==> src/rtl/fir_serial_pkg.sv <==
// Shared types and the output scaling helper for the serial FIR sequencer.
package fir_serial_pkg;

  typedef enum logic [1:0] {
    IDLE = 2'd0,
    MAC  = 2'd1,
    OUT  = 2'd2
  } fir_state_t;

  localparam int SAT_W = 128;

  // Floor-shift a Q(2*dw-2) accumulator back to Q1.(dw-1) and clamp to dw bits.
  function automatic logic signed [SAT_W-1:0] sat_shift(
    input logic signed [SAT_W-1:0] acc,
    input int                      dw
  );
    logic signed [SAT_W-1:0] shifted_s;
    logic signed [SAT_W-1:0] max_s;
    logic signed [SAT_W-1:0] min_s;
    shifted_s = acc >>> (dw - 1);
    max_s     = (128'sd1 <<< (dw - 1)) - 128'sd1;
    min_s     = -max_s - 128'sd1;
    if (shifted_s > max_s) begin
      sat_shift = max_s;
    end else if (shifted_s < min_s) begin
      sat_shift = min_s;
    end else begin
      sat_shift = shifted_s;
    end
  endfunction

endpackage

==> src/rtl/fir_sample_buf.sv <==
// TAPS-deep sample history: synchronous write, combinational read, synchronous clear.
module fir_sample_buf #(
  parameter  int DW   = 16,
  parameter  int TAPS = 32,
  localparam int AW   = $clog2(TAPS)
) (
  input  logic          clk,
  input  logic          clr_n,
  input  logic          we,
  input  logic [AW-1:0] waddr,
  input  logic [DW-1:0] wdata,
  input  logic [AW-1:0] raddr,
  output logic [DW-1:0] rdata
);

  logic [DW-1:0] mem_r [TAPS];

  // Storage update: clear wins over write.
  always_ff @(posedge clk) begin
    if (!clr_n) begin
      for (int i = 0; i < TAPS; i++) begin
        mem_r[i] <= {DW{1'b0}};
      end
    end else if (we) begin
      mem_r[waddr] <= wdata;
    end
  end

  assign rdata = mem_r[raddr];

endmodule

==> src/rtl/fir_serial_ctrl.sv <==
// Time-multiplexed serial FIR sequencer: one MAC per cycle over TAPS taps,
// saturated result held on a valid/ready output.
module fir_serial_ctrl
  import fir_serial_pkg::*;
#(
  parameter  int DW   = 16,
  parameter  int TAPS = 32,
  localparam int AW   = $clog2(TAPS)
) (
  input  logic          clk,
  input  logic          rst_n,
  input  logic          in_valid,
  output logic          in_ready,
  input  logic [DW-1:0] x,
  output logic [AW-1:0] coef_addr,
  input  logic [DW-1:0] coef_in,
  output logic          out_valid,
  input  logic          out_ready,
  output logic [DW-1:0] y
);

  localparam int ACCW = 2 * DW + AW;
  localparam logic [AW-1:0] LAST_IDX = AW'(TAPS - 1);

  fir_state_t              state_r;
  fir_state_t              state_nxt_s;
  logic [AW-1:0]           k_r;
  logic [AW-1:0]           wptr_r;
  logic [AW-1:0]           rptr_r;
  logic signed [ACCW-1:0]  acc_r;
  logic [DW-1:0]           y_r;
  logic                    out_valid_r;

  logic                    accept_s;
  logic                    last_s;
  logic [DW-1:0]           rdata_s;
  logic signed [2*DW-1:0]  prod_s;
  logic signed [ACCW-1:0]  acc_sum_s;
  logic [DW-1:0]           y_sat_s;
  logic [AW-1:0]           wptr_inc_s;
  logic [AW-1:0]           rptr_dec_s;

  assign accept_s   = (state_r == IDLE) && in_valid;
  assign last_s     = (k_r == LAST_IDX);
  assign prod_s     = $signed(coef_in) * $signed(rdata_s);
  assign acc_sum_s  = acc_r + ACCW'(prod_s);
  assign y_sat_s    = DW'(sat_shift(SAT_W'(acc_sum_s), DW));
  // Explicit wrap so TAPS need not be a power of two.
  assign wptr_inc_s = (wptr_r == LAST_IDX) ? {AW{1'b0}} : wptr_r + {{(AW-1){1'b0}}, 1'b1};
  assign rptr_dec_s = (rptr_r == {AW{1'b0}}) ? LAST_IDX : rptr_r - {{(AW-1){1'b0}}, 1'b1};

  fir_sample_buf #(
    .DW   (DW),
    .TAPS (TAPS)
  ) u_buf (
    .clk   (clk),
    .clr_n (rst_n),
    .we    (accept_s),
    .waddr (wptr_r),
    .wdata (x),
    .raddr (rptr_r),
    .rdata (rdata_s)
  );

  // State register.
  always_ff @(posedge clk) begin
    if (!rst_n) begin
      state_r <= IDLE;
    end else begin
      state_r <= state_nxt_s;
    end
  end

  // Next-state decode.
  always_comb begin
    state_nxt_s = state_r;
    case (state_r)
      IDLE: begin
        if (in_valid) begin
          state_nxt_s = MAC;
        end else begin
          state_nxt_s = IDLE;
        end
      end
      MAC: begin
        if (last_s) begin
          state_nxt_s = OUT;
        end else begin
          state_nxt_s = MAC;
        end
      end
      OUT: begin
        if (out_ready) begin
          state_nxt_s = IDLE;
        end else begin
          state_nxt_s = OUT;
        end
      end
      default: state_nxt_s = IDLE;
    endcase
  end

  // Datapath: pointers, tap counter, accumulator and result register.
  always_ff @(posedge clk) begin
    if (!rst_n) begin
      k_r         <= {AW{1'b0}};
      wptr_r      <= {AW{1'b0}};
      rptr_r      <= {AW{1'b0}};
      acc_r       <= {ACCW{1'b0}};
      y_r         <= {DW{1'b0}};
      out_valid_r <= 1'b0;
    end else begin
      case (state_r)
        IDLE: begin
          if (in_valid) begin
            rptr_r <= wptr_r;
            wptr_r <= wptr_inc_s;
            k_r    <= {AW{1'b0}};
            acc_r  <= {ACCW{1'b0}};
          end
        end
        MAC: begin
          acc_r  <= acc_sum_s;
          rptr_r <= rptr_dec_s;
          // k returns to 0 on exit so coef_addr reads 0 outside MAC.
          if (last_s) begin
            k_r         <= {AW{1'b0}};
            y_r         <= y_sat_s;
            out_valid_r <= 1'b1;
          end else begin
            k_r <= k_r + {{(AW-1){1'b0}}, 1'b1};
          end
        end
        OUT: begin
          if (out_ready) begin
            out_valid_r <= 1'b0;
          end
        end
        default: begin
          out_valid_r <= 1'b0;
        end
      endcase
    end
  end

  assign in_ready  = (state_r == IDLE);
  assign coef_addr = k_r;
  assign out_valid = out_valid_r;
  assign y         = y_r;

endmodule

==> config.mk <==
export PLATFORM = sky130hd
export DESIGN_NAME = fir_serial_ctrl
export DESIGN_NICKNAME = d
export VERILOG_FILES = /design/src/rtl/fir_serial_pkg.sv /design/src/rtl/fir_sample_buf.sv /design/src/rtl/fir_serial_ctrl.sv
export SDC_FILE = /design/constraint.sdc
export NUM_CORES = 2
export LEC_CHECK = 0
export BUFFER_PORTS_ARGS = -buffer_cell sky130_fd_sc_hd__buf_4
export CORE_MARGIN = 2
export CORE_UTILIZATION = 54
export CTS_CLUSTER_SIZE = 10
export DETAILED_ROUTE_END_ITERATION = 16
export GPL_TIMING_DRIVEN = 0
export PLACE_DENSITY = 0.76
export SLEW_MARGIN = 30
export SYNTH_ARGS = -nofsm -noshare
export SYNTH_HDL_FRONTEND = slang
export SYNTH_SLANG_ARGS = --single-unit
==> constraint.sdc <==
create_clock -name clk -period 11.12 [get_ports clk]
set_input_delay 3.336 -clock clk [delete_from_list [all_inputs] [get_ports clk]]
set_output_delay 3.336 -clock clk [all_outputs]
set_load 0.1 [all_outputs]
# [After elaboration in Yosys (flattened, before gate mapping)]
# Memories as Yosys holds them, arrays and structs flattened. A register that Yosys moved wholly into a read port is not among the register bits.
# Index checks and enable logic that the tools add are counted.
[classes] addsub=4 multipliers=1 n_lt_le_gt_ge=2 n_eq_ne=7 muxes=27 bitwise=1 reduce_logical=9
[op_table] cell="37-bit case mux with 2 select lines" count=1
[op_table] cell="16-bit 2-to-1 mux" count=3
[op_table] cell="5-bit 2-to-1 mux" count=8
[op_table] cell="37-bit by 32-bit adder with 37-bit output" count=1
[op_table] cell="37-bit 2-to-1 mux" count=1
[op_table] cell="16-bit by 16-bit multiplier with 32-bit output" count=1
[op_table] cell="22-bit by 16-bit greater-than comparator with 1-bit output (second input constant)" count=1
[op_table] cell="22-bit by 16-bit less-than comparator with 1-bit output (second input constant)" count=1
[op_table] cell="5-bit case mux with 2 select lines" count=2
[op_table] cell="16-bit OR reduction" count=1
[op_table] cell="5-bit by 1-bit adder with 5-bit output (second input constant)" count=2
[op_table] cell="5-bit equality test (second input constant)" count=2
[op_table] cell="1-bit 2-to-1 mux" count=8
[op_table] cell="2-bit != test (second input constant)" count=3
[op_table] cell="2-bit case mux with 3 select lines" count=1
[op_table] cell="2-bit AND reduction" count=3
[op_table] cell="5-bit logical NOT" count=1
[op_table] cell="5-bit by 1-bit subtractor with 5-bit output (second input constant)" count=1
[op_table] cell="2-bit 2-to-1 mux" count=2
[op_table] cell="1-bit case mux with 3 select lines" count=1
[op_table] cell="3-bit AND reduction" count=1
[op_table] cell="2-bit by 1-bit equality test with 1-bit output (second input constant)" count=1
[op_table] cell="2-bit equality test (second input constant)" count=1
[op_table] cell="2-bit logical NOT" count=1
[op_table] cell="3 further kinds" count=3
[totals] ff_bits=71 mem_bits_rw=512 inputBits=36 output_inout_bits=23 wordCells=59 n_memories=1
[mem_list] memory="u_buf.mem_r" depth=32 width=16 rd=1 rd_ports_with_merged_regs=1 wr=32 line_no="fir_sample_buf.sv:16" source="logic [DW-1:0] mem_r [TAPS];"

# [Longest topological paths before layout]
[depth] depth_word=7 ltp_mapped=32 ltp_nobuf=27

# [Modules after synthesis]
# From an unflattened synthesis, not the netlist that was laid out.
[hier_totals] cells_unflattened=3406 hier_area_um2=38732.1
[by_module_without_submodules] mod="fir_sample_buf" instances=1 cells_each=1763 area_per_inst_um2=23740.3 seq_area_each_um2=15374.7
[by_module_without_submodules] mod="fir_serial_ctrl" instances=1 cells_each=1643 area_per_inst_um2=14991.9 seq_area_each_um2=1421.4

# [Worst setup path after synthesis]
# No wires, ideal clock.
[synth_timing] path_kind="input-to-reg" from="in coef_in[15]" to="reg y_r[14], in the netlist y[14]" setup_ns=0.124 t_arrival_ns=9.631 t_required_ns=10.996 slack_ns=1.365 cell_stages=25 path_buffers=2 cell_sequence="clkbuf_1 nand2_1 fa_1 inv_1 fa_1 inv_1 fa_1 inv_1 fa_1 fa_1 inv_1 fa_1 inv_1 ha_1 a21oi_1 o21ai_0 a31o_2 a21o_1 a2111o_1 o22ai_1 xnor2_2 a41o_4 buf_6 nand2_1 a21oi_2"
[synth_via] elab_chain_cells=5 word_cells_on_any_way=6 classes_between="add/sub (1); mul (1); order compare (2); mux (2)"
[synth_lines] item="start: declaration" line_no="fir_serial_ctrl.sv:16" source="input logic [DW-1:0] coef_in,"
[synth_lines] item="16-bit by 16-bit multiplier with 32-bit output (*)" line_no="fir_serial_ctrl.sv:45" source="assign prod_s = $signed(coef_in) * $signed(rdata_s);"
[synth_lines] item="37-bit by 32-bit adder with 37-bit output (*)" line_no="fir_serial_ctrl.sv:46" source="assign acc_sum_s = acc_r + ACCW'(prod_s);"
[synth_lines] item="22-bit by 16-bit less-than comparator with 1-bit output" line_no="fir_serial_pkg.sv:25" source="end else if (shifted_s < min_s) begin"
[synth_lines] item="16-bit 2-to-1 mux" line_no="fir_serial_pkg.sv:25"
[synth_lines] item="16-bit 2-to-1 mux (*)" line_no="fir_serial_pkg.sv:23" source="if (shifted_s > max_s) begin"
[synth_lines] item="end signal: assignment" line_no="fir_serial_ctrl.sv:110" source="y_r <= {DW{1'b0}};"
[synth_lines] item="end signal: assignment" line_no="fir_serial_ctrl.sv:128" source="y_r <= y_sat_s;"
[synth_lines] item="end: declaration" line_no="fir_serial_ctrl.sv:31" source="logic [DW-1:0] y_r;"
# Mark *: on every way between the ends. The rest lies on a longest branch, timed or not.
# A chain may end at the register's enable or synchronous reset.

==> run_results.csv <==
group,metric,value,unit
critical_path,endpoint_kind,"flip-flop",
timing,drv_slew,0,
global_routing,antenna_found_initial,3,
placed_design,portBuffers,57,
placed_design,dp.cells,4052,
global_routing,grt_pass1_vias,25145,
yosys,syn_avg_cell_area,12.6,µm²
timing,post-route-period-util,0.957,
critical_path,crit_path_start_kind,"flip-flop",
die,rows,97,
yosys,synth_seq_cells,588,
critical_path,crit_path_frequent_cell,"fa_1",
placed_design,dp_hpwl,73.6,mm
drt,ant_nets,0,
drt,vias,23801,
critical_path,rr_worst_depth,29,
cts,cts_buffer_depth,3,
placed_design,gp_congestion,0.939,
global_routing,track_usage,0.267,
critical_path,crit_arrival,11190,ps
die,die_area,72800,µm²
drt,wire_per_inst,22.8,µm
drt,drt_pass1_iterations,5,
drt,wl_met1,36.6,mm
global_routing,overflow,0,
critical_path,r2r-end,"y[5]",
cells_and_area,final_nets,3655,
critical_path,cp_max_fo,10,
hold_path,min_path_type,"reg2reg",
timing,hold_slack,463,ps
placed_design,place_area,40200,µm²
yosys,synth_cell_types,66,
die,boundaryPins,59,
timing,tightest_slew,1080,ps
critical_path,cpPeakStageDelay,890,ps
timing,fin_crit,10640,ps
yosys,synthCells,3029,
timing,hold_viol,0,
cts,clkTransAtPathRegs,60,ps
cts,cts_root_buf,"clkbuf_16",
global_routing,grt_max_degree,21,
critical_path,crit_type,"reg2reg",
timing,timing.fmax,94.0,MHz
cts,cts_made_buffers,69,
drt,dr_wl_met3,7.12,mm
drt,routed_wl,94.7,mm
yosys,yosysSeqAreaShare,0.443,
cts,numClockSinks,588,
yosys,syn_area,38100,µm²
drt,drtIter0Drc,2236,
die,die_h,270,µm
die,die_w,270,µm
die,start_util,0.544,
die,coreArea,70000,µm²
cts,cts_tree,"built",
cells_and_area,nFillCells,5408,
global_routing,grt_pass1_wl,147,mm
drt,vias_per_cell,5.73,
critical_path,crit_slowest_cell,"fa_1",
cells_and_area,layout.cells.non_filler,4154,
cells_and_area,drive_gt1_frac,0.131,
drt,drc,0,
cts,worstSkewPairLatency,620,ps
timing,slew_headroom,0.281,
critical_path,ff2ff_setup_slack,480,ps
cts,h-tree-depth,3,
critical_path,cp_data_required_time,11670,ps
run_status,status,"complete, no violations",
timing,fin_tns_setup,0,ps
critical_path,endpoint,"y[5]",
cells_and_area,fin_area,42200,µm²
yosys,ys.flop_type,"edfxtp_1",
flow_run,drv_cap,0,
drt,maxUsedRoutingLayer,"met5",
cells_and_area,area_delta_synth_final,10.6,%
yosys,synth_edf_count,512,
yosys,async_reset_ff_frac,0,
timing,rsz0062_at_grt,"no",
timing,fin_skew,31.4,ps
yosys,synth_nets,3500,
timing,setup_viol,0,
drt,wl_met2,47.9,mm
yosys,yosys_warnings,0,
==> cell usage in the layout, fill, tap and decap left out, types with 5 or more instances in the layout <==
cell type  synthesis  final
xor2_1             7      7
o21ai_2            0     26
o21bai_1           6      6
o21ai_4            0      6
xnor2_1           27     27
fa_1             318    318
nand3b_1           6      6
nor2_1            86     86
o21a_1            12     12
dfxtp_1           76     76
a211oi_1           7      7
buf_4              1     58
inv_1            346    345
a31oi_1            5      5
mux4_2           159    159
edfxtp_1         512    512
a21oi_1           45     45
nor2b_1           94     94
buf_6              2     28
ha_1             117    117
buf_2             17     18
clkbuf_1         167    178
a21o_1             9      9
a21boi_0          28     28
a21oi_2            9      9
clkbuf_2           0     10
and3_1             8      8
nand2b_1          15     15
clkbuf_16          0     71
nand2_1          166    166
and2b_1            5      5
o21ai_0           77     45
nor3_1            13     13
buf_1              8      7
a22oi_1            7      7
mux2i_2            0      5
nand3_1           44     44
and2_1           573    573
mux2_2             9      9
==> final cells by class <==
class | count | area (µm²) | area share
tap | 940 | 1180 | 0.0279
inverter | 346 | 1300 | 0.0308
timing repair buffer | 84 | 734 | 0.0174
sequential | 588 | 16900 | 0.401
clock inverter | 7 | 62.6 | 0.00148
antenna | 2 | 5.00 | 0.000119
clock buffer | 92 | 1860 | 0.0440
buffer | 195 | 786 | 0.0186
multi-input combinational | 1900 | 19400 | 0.459
==> cells in the mapped netlist (9+ instances only) <==
cell      count  area [µm²]
mux2_2        9         101
a21oi_1      45         225
a21boi_0     28         210
inv_1       346        1300
edfxtp_1    512       15400
buf_2        17        85.1
mux4_2      159        3580
nor2_1       86         323
o21a_1       12        90.1
and2_1      573        3580
a21oi_2       9        78.8
nor3_1       13        65.1
clkbuf_1    167         627
nor2b_1      94         588
o21ai_0      77         385
nand3_1      44         220
xnor2_1      27         236
nand2_1     166         623
dfxtp_1      76        1520
fa_1        318        6370
a21o_1        9        67.6
ha_1        117        1460
nand2b_1     15        93.8
==> critical path: cells and delay by family (launching register included) <==
family                     cells  cell delay [ps]
buffers and inverters          8             1920
and+or+nand+nor                7             1780
muxes                          3             1700
DFF                            1              340
adders and majority gates      7             3750
AOI/OAI and AO/OA              4             1070
==> sequential cells by signal (all words and copies together) (netlist names), named ones only <==
signal / flops
coef_addr: 5
u_buf.mem_r: 512
rptr_r: 5
state_r: 2
y: 16
wptr_r: 5
out_valid: 1
acc_r: 37
==> per-stage QoR <==
| stage | utilization | setup slack (ps) |
|---|---|---|
| 3_3_place_gp | 0.567 | -403 |
| 3_5_place_dp | 0.574 | -277 |
| 2_1_floorplan | - | 1360 |
| 4_1_cts | 0.602 | 201 |
| 5_1_grt | 0.602 | 69.9 |
| 6_report | 0.602 | 483 |
==> layer usage <==
metal  vias up  global-route usage
met3       190              0.0394
met4         2              0.0923
met1     12099               0.349
li1      10474                   -
met5         -                   0
met2      1036               0.460
==> worst min-delay path by stage <==
stage,from,depth (start not counted),endpoint,slack [ps]
3_3_place_gp,out_valid,2,out_valid,460
3_5_place_dp,out_valid,2,out_valid,460
6_report,out_valid,2,out_valid,460
4_1_cts,out_valid,2,out_valid,470
5_1_grt,acc_r[26],2,acc_r[26],510
2_1_floorplan,acc_r[15],2,acc_r[15],450
==> cells by family after synthesis <==
family	Yosys count	share of synthesized area
compound gates	226	0.0382
xor+xnor	35	0.00824
fa+ha+maj	435	0.205
buf+inv	541	0.0543
flops	588	0.443
mux	177	0.0997
simple gates	1027	0.151
==> repair_timing <==
item	4_1_cts	5_1_grt
setup endpoints to repair	16	15
buffers inserted	0	0
resized for setup	3	5
hold buffers	0	0
endpoints found under the hold margin	0	0
Power is not shown: default switching activity piles up to over one toggle a cycle in this logic, so the estimate is an artifact.
